===== src/rtl/mem_port_arbiter_pkg.sv =====
// Shared types and widths for the instruction/data memory port arbiter.
package mem_port_arbiter_pkg;

    localparam int WORD_SIZE  = 32;
    localparam int ADDR_WIDTH = WORD_SIZE;
    localparam int DATA_WIDTH = WORD_SIZE;
    localparam int BE_WIDTH   = DATA_WIDTH / 8;

    typedef enum logic [1:0] {
        ARB_IDLE,
        ARB_ISSUE,
        ARB_WAIT_RESP
    } arb_state_t;

    typedef enum logic {
        OWNER_INST,
        OWNER_DATA
    } arb_owner_t;

    typedef struct packed {
        logic                  write;
        logic [ADDR_WIDTH-1:0] address;
        logic [DATA_WIDTH-1:0] wdata;
        logic [BE_WIDTH-1:0]   byte_en;
    } mem_req_t;

    function automatic arb_owner_t other_owner(input arb_owner_t owner);
        return (owner == OWNER_INST) ? OWNER_DATA : OWNER_INST;
    endfunction

endpackage


===== src/rtl/mem_port_arbiter_if.sv =====
// Request/response bundle between core pipeline, arbiter and memory.
// slave = arbiter view, master = surrounding pipeline/memory view.
interface mem_port_arbiter_if;
    import mem_port_arbiter_pkg::*;

    logic                  inst_req_valid;
    logic                  inst_req_ready;
    logic [ADDR_WIDTH-1:0] inst_req_address;
    logic                  inst_resp_valid;
    logic [DATA_WIDTH-1:0] inst_resp_data;

    logic                  data_req_valid;
    logic                  data_req_ready;
    logic                  data_req_write;
    logic [ADDR_WIDTH-1:0] data_req_address;
    logic [DATA_WIDTH-1:0] data_req_wdata;
    logic [BE_WIDTH-1:0]   data_req_byte_en;
    logic                  data_resp_valid;
    logic [DATA_WIDTH-1:0] data_resp_rdata;

    logic                  mem_req_valid;
    logic                  mem_req_ready;
    logic                  mem_req_write;
    logic [ADDR_WIDTH-1:0] mem_req_address;
    logic [DATA_WIDTH-1:0] mem_req_wdata;
    logic [BE_WIDTH-1:0]   mem_req_byte_en;
    logic                  mem_resp_valid;
    logic [DATA_WIDTH-1:0] mem_resp_rdata;

    modport slave (
        input  inst_req_valid, inst_req_address,
        output inst_req_ready, inst_resp_valid, inst_resp_data,
        input  data_req_valid, data_req_write, data_req_address,
        input  data_req_wdata, data_req_byte_en,
        output data_req_ready, data_resp_valid, data_resp_rdata,
        output mem_req_valid, mem_req_write, mem_req_address,
        output mem_req_wdata, mem_req_byte_en,
        input  mem_req_ready, mem_resp_valid, mem_resp_rdata
    );

    modport master (
        output inst_req_valid, inst_req_address,
        input  inst_req_ready, inst_resp_valid, inst_resp_data,
        output data_req_valid, data_req_write, data_req_address,
        output data_req_wdata, data_req_byte_en,
        input  data_req_ready, data_resp_valid, data_resp_rdata,
        input  mem_req_valid, mem_req_write, mem_req_address,
        input  mem_req_wdata, mem_req_byte_en,
        output mem_req_ready, mem_resp_valid, mem_resp_rdata
    );

endinterface


===== src/rtl/mem_port_arbiter_grant_select.sv =====
// Combinational grant policy for the memory port arbiter.
// ARB_ROUND_ROBIN_EN selects alternating grant on contention; default is data-over-inst.
module arb_grant_select
    import mem_port_arbiter_pkg::*;
(
    input  logic       inst_valid,
    input  logic       data_valid,
    input  arb_owner_t last_grant,
    output logic       grant_valid,
    output arb_owner_t grant_owner
);

`ifdef ARB_ROUND_ROBIN_EN
    always_comb begin
        grant_valid = inst_valid || data_valid;
        grant_owner = OWNER_INST;
        if (inst_valid && data_valid) begin
            grant_owner = other_owner(last_grant);
        end else if (data_valid) begin
            grant_owner = OWNER_DATA;
        end
    end
`else
    // History is tracked by the top either way; fixed priority ignores it.
    logic unused_last_grant;
    assign unused_last_grant = (last_grant == OWNER_DATA);

    always_comb begin
        grant_valid = inst_valid || data_valid;
        grant_owner = OWNER_INST;
        if (data_valid) begin
            grant_owner = OWNER_DATA;
        end
    end
`endif

endmodule


===== src/rtl/mem_port_arbiter.sv =====
// Shares one single-ported memory between instruction fetch and load/store.
// One transaction in flight; optional round-robin contention policy via ARB_ROUND_ROBIN_EN.
module mem_port_arbiter
    import mem_port_arbiter_pkg::*;
(
    input  logic clock,
    input  logic reset,
    input  logic flush,
    mem_port_arbiter_if.slave bus
);

    arb_state_t            state;
    arb_owner_t            owner;
    arb_owner_t            last_grant;
    logic                  drop;
    mem_req_t              req_q;
    logic                  mem_req_valid_q;
    logic                  inst_resp_valid_q;
    logic [DATA_WIDTH-1:0] inst_resp_data_q;
    logic                  data_resp_valid_q;
    logic [DATA_WIDTH-1:0] data_resp_rdata_q;

    logic                  grant_valid;
    arb_owner_t            grant_owner;
    logic                  inst_accept;
    logic                  data_accept;
    logic                  flush_inst;

    arb_grant_select u_grant_select (
        .inst_valid  (bus.inst_req_valid),
        .data_valid  (bus.data_req_valid),
        .last_grant  (last_grant),
        .grant_valid (grant_valid),
        .grant_owner (grant_owner)
    );

    assign inst_accept = (state == ARB_IDLE) && grant_valid &&
                         (grant_owner == OWNER_INST) && bus.inst_req_valid;
    assign data_accept = (state == ARB_IDLE) && grant_valid &&
                         (grant_owner == OWNER_DATA) && bus.data_req_valid;
    assign flush_inst  = flush && (owner == OWNER_INST);

    assign bus.inst_req_ready  = inst_accept;
    assign bus.data_req_ready  = data_accept;
    assign bus.inst_resp_valid = inst_resp_valid_q;
    assign bus.inst_resp_data  = inst_resp_data_q;
    assign bus.data_resp_valid = data_resp_valid_q;
    assign bus.data_resp_rdata = data_resp_rdata_q;
    assign bus.mem_req_valid   = mem_req_valid_q;
    assign bus.mem_req_write   = req_q.write;
    assign bus.mem_req_address = req_q.address;
    assign bus.mem_req_wdata   = req_q.wdata;
    assign bus.mem_req_byte_en = req_q.byte_en;

    always_ff @(posedge clock or negedge reset) begin
        if (!reset) begin
            state             <= ARB_IDLE;
            owner             <= OWNER_INST;
            last_grant        <= OWNER_INST;
            drop              <= 1'b0;
            req_q             <= '0;
            mem_req_valid_q   <= 1'b0;
            inst_resp_valid_q <= 1'b0;
            inst_resp_data_q  <= '0;
            data_resp_valid_q <= 1'b0;
            data_resp_rdata_q <= '0;
        end else begin
            inst_resp_valid_q <= 1'b0;
            data_resp_valid_q <= 1'b0;

            case (state)
                ARB_IDLE: begin
                    drop <= 1'b0;
                    if (data_accept) begin
                        req_q.write     <= bus.data_req_write;
                        req_q.address   <= bus.data_req_address;
                        req_q.wdata     <= bus.data_req_wdata;
                        req_q.byte_en   <= bus.data_req_byte_en;
                        owner           <= OWNER_DATA;
                        last_grant      <= OWNER_DATA;
                        mem_req_valid_q <= 1'b1;
                        state           <= ARB_ISSUE;
                    end else if (inst_accept) begin
                        req_q.write     <= 1'b0;
                        req_q.address   <= bus.inst_req_address;
                        req_q.wdata     <= '0;
                        req_q.byte_en   <= '1;
                        owner           <= OWNER_INST;
                        last_grant      <= OWNER_INST;
                        mem_req_valid_q <= 1'b1;
                        state           <= ARB_ISSUE;
                    end
                end

                ARB_ISSUE: begin
                    if (flush_inst) begin
                        drop <= 1'b1;
                    end
                    if (bus.mem_req_ready) begin
                        mem_req_valid_q <= 1'b0;
                        state           <= ARB_WAIT_RESP;
                    end
                end

                ARB_WAIT_RESP: begin
                    if (flush_inst) begin
                        drop <= 1'b1;
                    end
                    if (bus.mem_resp_valid) begin
                        if (owner == OWNER_DATA) begin
                            data_resp_valid_q <= 1'b1;
                            data_resp_rdata_q <= req_q.write ? '0 : bus.mem_resp_rdata;
                        end else if (!(drop || flush_inst)) begin
                            // A flush arriving with the response still discards it.
                            inst_resp_valid_q <= 1'b1;
                            inst_resp_data_q  <= bus.mem_resp_rdata;
                        end
                        drop  <= 1'b0;
                        state <= ARB_IDLE;
                    end
                end

                default: begin
                    state <= ARB_IDLE;
                end
            endcase
        end
    end

endmodule


===== src/flat_wrapper.sv =====
// flat-port wrapper written by rule: the top's interface ports become plain ports
module mem_port_arbiter_flat import mem_port_arbiter_pkg::*;
  (clock, reset, flush, bus_inst_req_valid, bus_inst_req_address, bus_inst_req_ready, bus_inst_resp_valid, bus_inst_resp_data, bus_data_req_valid, bus_data_req_write, bus_data_req_address, bus_data_req_wdata, bus_data_req_byte_en, bus_data_req_ready, bus_data_resp_valid, bus_data_resp_rdata, bus_mem_req_valid, bus_mem_req_write, bus_mem_req_address, bus_mem_req_wdata, bus_mem_req_byte_en, bus_mem_req_ready, bus_mem_resp_valid, bus_mem_resp_rdata);
  mem_port_arbiter_if bus_i ();
  input  logic clock;
  input  logic reset;
  input  logic flush;
  input wire logic [$bits(bus_i.inst_req_valid)-1:0] bus_inst_req_valid;
  input wire logic [$bits(bus_i.inst_req_address)-1:0] bus_inst_req_address;
  output wire logic [$bits(bus_i.inst_req_ready)-1:0] bus_inst_req_ready;
  output wire logic [$bits(bus_i.inst_resp_valid)-1:0] bus_inst_resp_valid;
  output wire logic [$bits(bus_i.inst_resp_data)-1:0] bus_inst_resp_data;
  input wire logic [$bits(bus_i.data_req_valid)-1:0] bus_data_req_valid;
  input wire logic [$bits(bus_i.data_req_write)-1:0] bus_data_req_write;
  input wire logic [$bits(bus_i.data_req_address)-1:0] bus_data_req_address;
  input wire logic [$bits(bus_i.data_req_wdata)-1:0] bus_data_req_wdata;
  input wire logic [$bits(bus_i.data_req_byte_en)-1:0] bus_data_req_byte_en;
  output wire logic [$bits(bus_i.data_req_ready)-1:0] bus_data_req_ready;
  output wire logic [$bits(bus_i.data_resp_valid)-1:0] bus_data_resp_valid;
  output wire logic [$bits(bus_i.data_resp_rdata)-1:0] bus_data_resp_rdata;
  output wire logic [$bits(bus_i.mem_req_valid)-1:0] bus_mem_req_valid;
  output wire logic [$bits(bus_i.mem_req_write)-1:0] bus_mem_req_write;
  output wire logic [$bits(bus_i.mem_req_address)-1:0] bus_mem_req_address;
  output wire logic [$bits(bus_i.mem_req_wdata)-1:0] bus_mem_req_wdata;
  output wire logic [$bits(bus_i.mem_req_byte_en)-1:0] bus_mem_req_byte_en;
  input wire logic [$bits(bus_i.mem_req_ready)-1:0] bus_mem_req_ready;
  input wire logic [$bits(bus_i.mem_resp_valid)-1:0] bus_mem_resp_valid;
  input wire logic [$bits(bus_i.mem_resp_rdata)-1:0] bus_mem_resp_rdata;
  assign bus_i.inst_req_valid = bus_inst_req_valid;
  assign bus_i.inst_req_address = bus_inst_req_address;
  assign bus_inst_req_ready = bus_i.inst_req_ready;
  assign bus_inst_resp_valid = bus_i.inst_resp_valid;
  assign bus_inst_resp_data = bus_i.inst_resp_data;
  assign bus_i.data_req_valid = bus_data_req_valid;
  assign bus_i.data_req_write = bus_data_req_write;
  assign bus_i.data_req_address = bus_data_req_address;
  assign bus_i.data_req_wdata = bus_data_req_wdata;
  assign bus_i.data_req_byte_en = bus_data_req_byte_en;
  assign bus_data_req_ready = bus_i.data_req_ready;
  assign bus_data_resp_valid = bus_i.data_resp_valid;
  assign bus_data_resp_rdata = bus_i.data_resp_rdata;
  assign bus_mem_req_valid = bus_i.mem_req_valid;
  assign bus_mem_req_write = bus_i.mem_req_write;
  assign bus_mem_req_address = bus_i.mem_req_address;
  assign bus_mem_req_wdata = bus_i.mem_req_wdata;
  assign bus_mem_req_byte_en = bus_i.mem_req_byte_en;
  assign bus_i.mem_req_ready = bus_mem_req_ready;
  assign bus_i.mem_resp_valid = bus_mem_resp_valid;
  assign bus_i.mem_resp_rdata = bus_mem_resp_rdata;
  mem_port_arbiter u_core (.clock(clock), .reset(reset), .flush(flush), .bus(bus_i));
endmodule

===== config.mk =====
export PLATFORM = sky130hd
export DESIGN_NAME = mem_port_arbiter_flat
export DESIGN_NICKNAME = d
export VERILOG_FILES = /design/src/rtl/mem_port_arbiter_pkg.sv /design/src/rtl/mem_port_arbiter_if.sv /design/src/rtl/mem_port_arbiter_grant_select.sv /design/src/rtl/mem_port_arbiter.sv /design/src/flat_wrapper.sv
export SDC_FILE = /design/constraint.sdc
export NUM_CORES = 1
export LEC_CHECK = 0
export BUFFER_PORTS_ARGS = -buffer_cell sky130_fd_sc_hd__buf_2
export CORE_UTILIZATION = 46
export DETAILED_ROUTE_END_ITERATION = 10
export GPL_TIMING_DRIVEN = 0
export PLACE_DENSITY = 0.8
export SLEW_MARGIN = 20
export SYNTH_ARGS = -nofsm -noshare
export SYNTH_HDL_FRONTEND = slang
export SYNTH_SLANG_ARGS = --single-unit
export TNS_END_PERCENT = 20

===== constraint.sdc =====
create_clock -name clock -period 2.4 [get_ports clock]
set_input_delay 0.48 -clock clock [delete_from_list [all_inputs] [get_ports clock]]
set_output_delay 0.48 -clock clock [all_outputs]
set_load 0.02 [all_outputs]

# Yosys cells after proc, flatten, opt, wreduce, memory -nomap -nowiden
# Cells that the tools add are included.
# word_totals
ff_bits	140
# op_classes
n_bitwise	3
muxes	25
reduce_logical	17
n_eq_ne	5
# op_table
operator	n
2-to-1 mux 69 bit	2
2-to-1 mux 32 bit	1
2-to-1 mux 1 bit	15
AND reduction 3 bit	3
2-to-1 mux 2 bit	4
logical AND 1 bit	6
one-hot mux 2 bit (3 select lines)	1
!= test 2 bit, second input constant	2
AND reduction 4 bit	1
nonzero test 2 bit	2
!= test 3 bit, second input constant	1
NOT 1 bit	3
one-hot mux 1 bit (3 select lines)	1
nonzero test 3 bit	1
== test 2 x 1 -> 1 bit, second input constant	1
== test 2 bit, second input constant	1
logical NOT 2 bit	1
logical OR 1 bit	2
one-hot mux 1 bit (2 select lines)	1
AND reduction 2 bit	1

# Logic depth before layout (Yosys ltp)
# depth
word_depth	7
ltp_mapped	8
depth_no_buf	5

# By module
# From an unflattened synthesis, not the netlist that was laid out.
# hier_totals
hier_cells	473
hier_area_um2	5785.5
# modules_own_cells
mod	seq_area_each_um2	area_per_inst_um2	cells_each	instances
mem_port_arbiter	3503.4	5771.8	471	1
arb_grant_select	0.0	13.8	2	1

# Worst setup path before layout
# OpenSTA, ideal clock, no wires.
# synth_path
path_type	reg2out
from	register u_core.state[0]
to	output bus_inst_req_ready
setup_slack_ns	0.332
required_time_ns	1.920
t_arrival_ns	1.588
stages_incl_launch_ff	8
path_buffers	3
path_cell_list	dfrtp_1 > inv_1 > ha_1 > buf_2 > o21ai_1 > buf_2 > buf_2 > nor2_1
# synth_via
elab_chain_len	4
# synth_rtl
element	line_no	text
start: declaration	mem_port_arbiter.sv:12	arb_state_t state;
start signal: assignment	mem_port_arbiter.sv:57	state <= ARB_IDLE;
start signal: assignment	mem_port_arbiter.sv:82	state <= ARB_ISSUE;
start signal: assignment	mem_port_arbiter.sv:91	state <= ARB_ISSUE;
logical NOT 2 bit	mem_port_arbiter.sv:37	assign inst_accept = (state == ARB_IDLE) && grant_valid &&
logical AND 1 bit (2 in a row)	mem_port_arbiter.sv:37	
logical AND 1 bit	mem_port_arbiter.sv:38	(grant_owner == OWNER_INST) && bus.inst_req_valid;
end: declaration	flat_wrapper.sv:10	output wire logic [$bits(bus_i.inst_req_ready)-1:0] bus_inst_req_ready;
# Every way passes these cells.

# Worst setup path in the final report
# Ends and elaborated chain as after synthesis.

==> metrics.cfg <==
[pwr]
p_leak_nw = 4.45
pwr_density_cell_nw_per_um2 = 1480
irDropWorstVdd_mv = 0.691
p_total_mw = 12.1

[die]
row_count = 40
die_area_um2 = 13100
die_h_um = 115
io_pins = 278
core_area_um2 = 12200
initial_core_util = 0.479
die_w_um = 115

[yosys]
synth_most_common_cell = dfrtp_1
post_synth_num_cell_types = 24
synth_top_cell_area_share = 0.602
synth_ff_type = dfrtp_1
syn_area_per_cell_um2 = 10.8
synth_cells = 541
yosysSeqAreaShare = 0.602
async_flop_share = 1.00
synth_area_leaders = dfrtp_1, nand2_1, mux2_2
syn_nets = 687
yosys_warnings = 0
synth_edf_count = 0
ys_seq_elements = 140
synth_top_area_cell = dfrtp_1
syn-cell-area_um2 = 5820
netlist_top_cells_count = dfrtp_1, nand2_1, o21ai_0

[critical_path]
r2r_setup_slack_ns = 0.37
r2r_cells = 6
cp_cell_sequence = inv_1 -> ha_1 -> buf_6 -> o21ai_4 -> buf_6 -> nor2_1 -> buf_2
endpoint_kind = output pin
cp_top_family = buffers and inverters
cpMostUsedCell = buf_6
arrival_ns = 1.78
start_kind = flip-flop
r2r-end = u_core.bus.inst_resp_data[7]$_DFFE_PN0P_
cp_data_required_time_ns = 1.92
cpPeakStageDelay_ns = 0.42
critPathSlowestCell = dfrtp_1
timing.rr.start = u_core.state[0]$_DFFE_PN0P_
crit_path_max_fanout = 10
crit_buf_inv = 4
critPathKind = reg -> out

[flow_run]
cap_violations = 0

[sta]
fin_skew_ns = 0.00739
fin_crit_ns = 2.26
slew_headroom = 0.572
hold_viol = 2
rsz0062_at_grt = no
min_period_over_period = 0.941
slew_viol_final = 0
setup_viol = 0
tns_ns = 0
whs_ns = -0.00251
tightestPinTransition_ns = 0.638
max_freq_mhz = 443
fin_ws_ns = 0.143

[global_route]
grt_max_degree = 77
antenna_found_initial = 0
grt-ovfl-total = 0
grt_usage = 0.244
grt_pass1_vias = 4894
grt_pass1_wl_mm = 24.0

[clocking]
cts.clk_slew.worst_paths_ns = 0.06
clk_path_buf_depth = 2
cts_buffers = 17
clockRootBuffer = clkbuf_16
worstSkewPairLatency_ns = 0.42
htree_levels = 4
hold_buffers = 0
cts_tree = built
cts_sinks = 140

[route]
drt_first_iter_violations = 246
routed_wl_mm = 15.4
ant_nets = 0
vias = 4919
via_per_inst = 4.83
drc = 0
avgRoutedWirePerCell_um = 15.1
first_pass_iters = 4

[finish]
drive_gt1_frac = 0.424
area_delta_synth_final_pct = 39.8
antennaDiodeCount = 0
nets = 984

[outcome]
violations = hold timing
outcome = finished, violations left

[place]
port_buffers = 277
dp_hpwl_mm = 11.7
post-place-ws_ns = -0.108
gp_congestion = 0.818

[min_path]
hold_class = in -> async

[flip-flops by register name (all words and copies together), names as in the netlist]
register	count
u_core.drop	1
u_core.bus.mem_req_wdata	32
u_core.bus.mem_req_valid	1
u_core.bus.mem_req_byte_en	4
u_core.bus.inst_resp_valid	1
u_core.bus.data_resp_rdata	32
u_core.bus.data_resp_valid	1
u_core.bus.mem_req_address	32
u_core.bus.mem_req_write	1
u_core.bus.inst_resp_data	32
u_core.state	2
u_core.owner	1
[placed cells by master, fill, tap and decap left out, drive strengths merged]
cell and count:
o311ai 1, a21o 1, inv 4, a221oi 1, nor3b 1, bufinv 5
nor4 1, nor2 2, mux2i 32, dfrtp 140, nor2b 5, nand3 34
nand2 138, buf 294, o21a 1, o21ai 70, and2 1, nand2b 32
o22a 1, clkinv 4, clkbuf 41, ha 6, clkinvlp 2, mux2 34
[routing by layer]
metal | routed length (µm) | vias up | global-route usage
met1 | 5900 | 2295 | 0.272
met3 | 1030 | 27 | 0.0720
met2 | 8050 | 196 | 0.432
met4 | 418 | 0 | 0.106
met5 | 0 | - | 0
li1 | - | 2401 | -
[where the power goes]
group	internal (mW)	switching [mW]
Combinational	1.77	3.24
Clock	1.92	0.963
Sequential	3.54	0.627
[cells by family after synthesis]
| family | Yosys count | share of synthesized area |
|---|---|---|
| muxes | 66 | 0.121 |
| buffers and inverters | 40 | 0.0324 |
| AOI/OAI and AO/OA | 75 | 0.0672 |
| DFF | 140 | 0.602 |
| adders and majority gates | 6 | 0.0129 |
| and+or+nand+nor | 214 | 0.165 |
[final cells by class]
class,count,area [µm²]
multi-input cells,361,2140
clock inverters,11,189
clock buffers,21,470
inverters,4,15.0
fillers,1013,4020
plain buffers,35,181
repair buffers,279,1430
flip-flops and latches,140,3500
well taps,168,210
[per-stage QoR]
step	hold slack (ns)	cells	instance area [µm²]	util
final	-0.00251	1019	8140	0.670
after global routing	0.0244	1019	8140	0.670
after CTS	0.00446	1019	8130	0.669
after detailed placement	0.450	987	7460	0.613
after global placement	0.446	986	7420	0.610
after floorplan	0.184	541	5820	-
[how the worst max path moves through the flow]
stage                                start  slack (ns)                                    endpoint  cells past startpoint
2_1_floorplan  u_core.state[0]$_DFFE_PN0P_        0.33                          bus_inst_req_ready                      7
3_3_place_gp                         reset       -1.08  u_core.bus.mem_req_address[15]$_DFFE_PN0P_                      1
3_5_place_dp   u_core.state[0]$_DFFE_PN0P_       -0.11                          bus_inst_req_ready                      8
4_1_cts        u_core.state[1]$_DFFE_PN0P_        0.05                          bus_inst_req_ready                      7
5_1_grt        u_core.state[0]$_DFFE_PN0P_        0.02                          bus_inst_req_ready                      7
6_report       u_core.state[0]$_DFFE_PN0P_        0.14                          bus_inst_req_ready                      7
[what timing repair did]
action | in CTS | in global routing
resized for setup | 4 | 3
buffers inserted | 1 | 0
setup endpoints to repair | 1 | 1
hold endpoints to repair | 0 | 0
(Power assumes the default switching activity.)
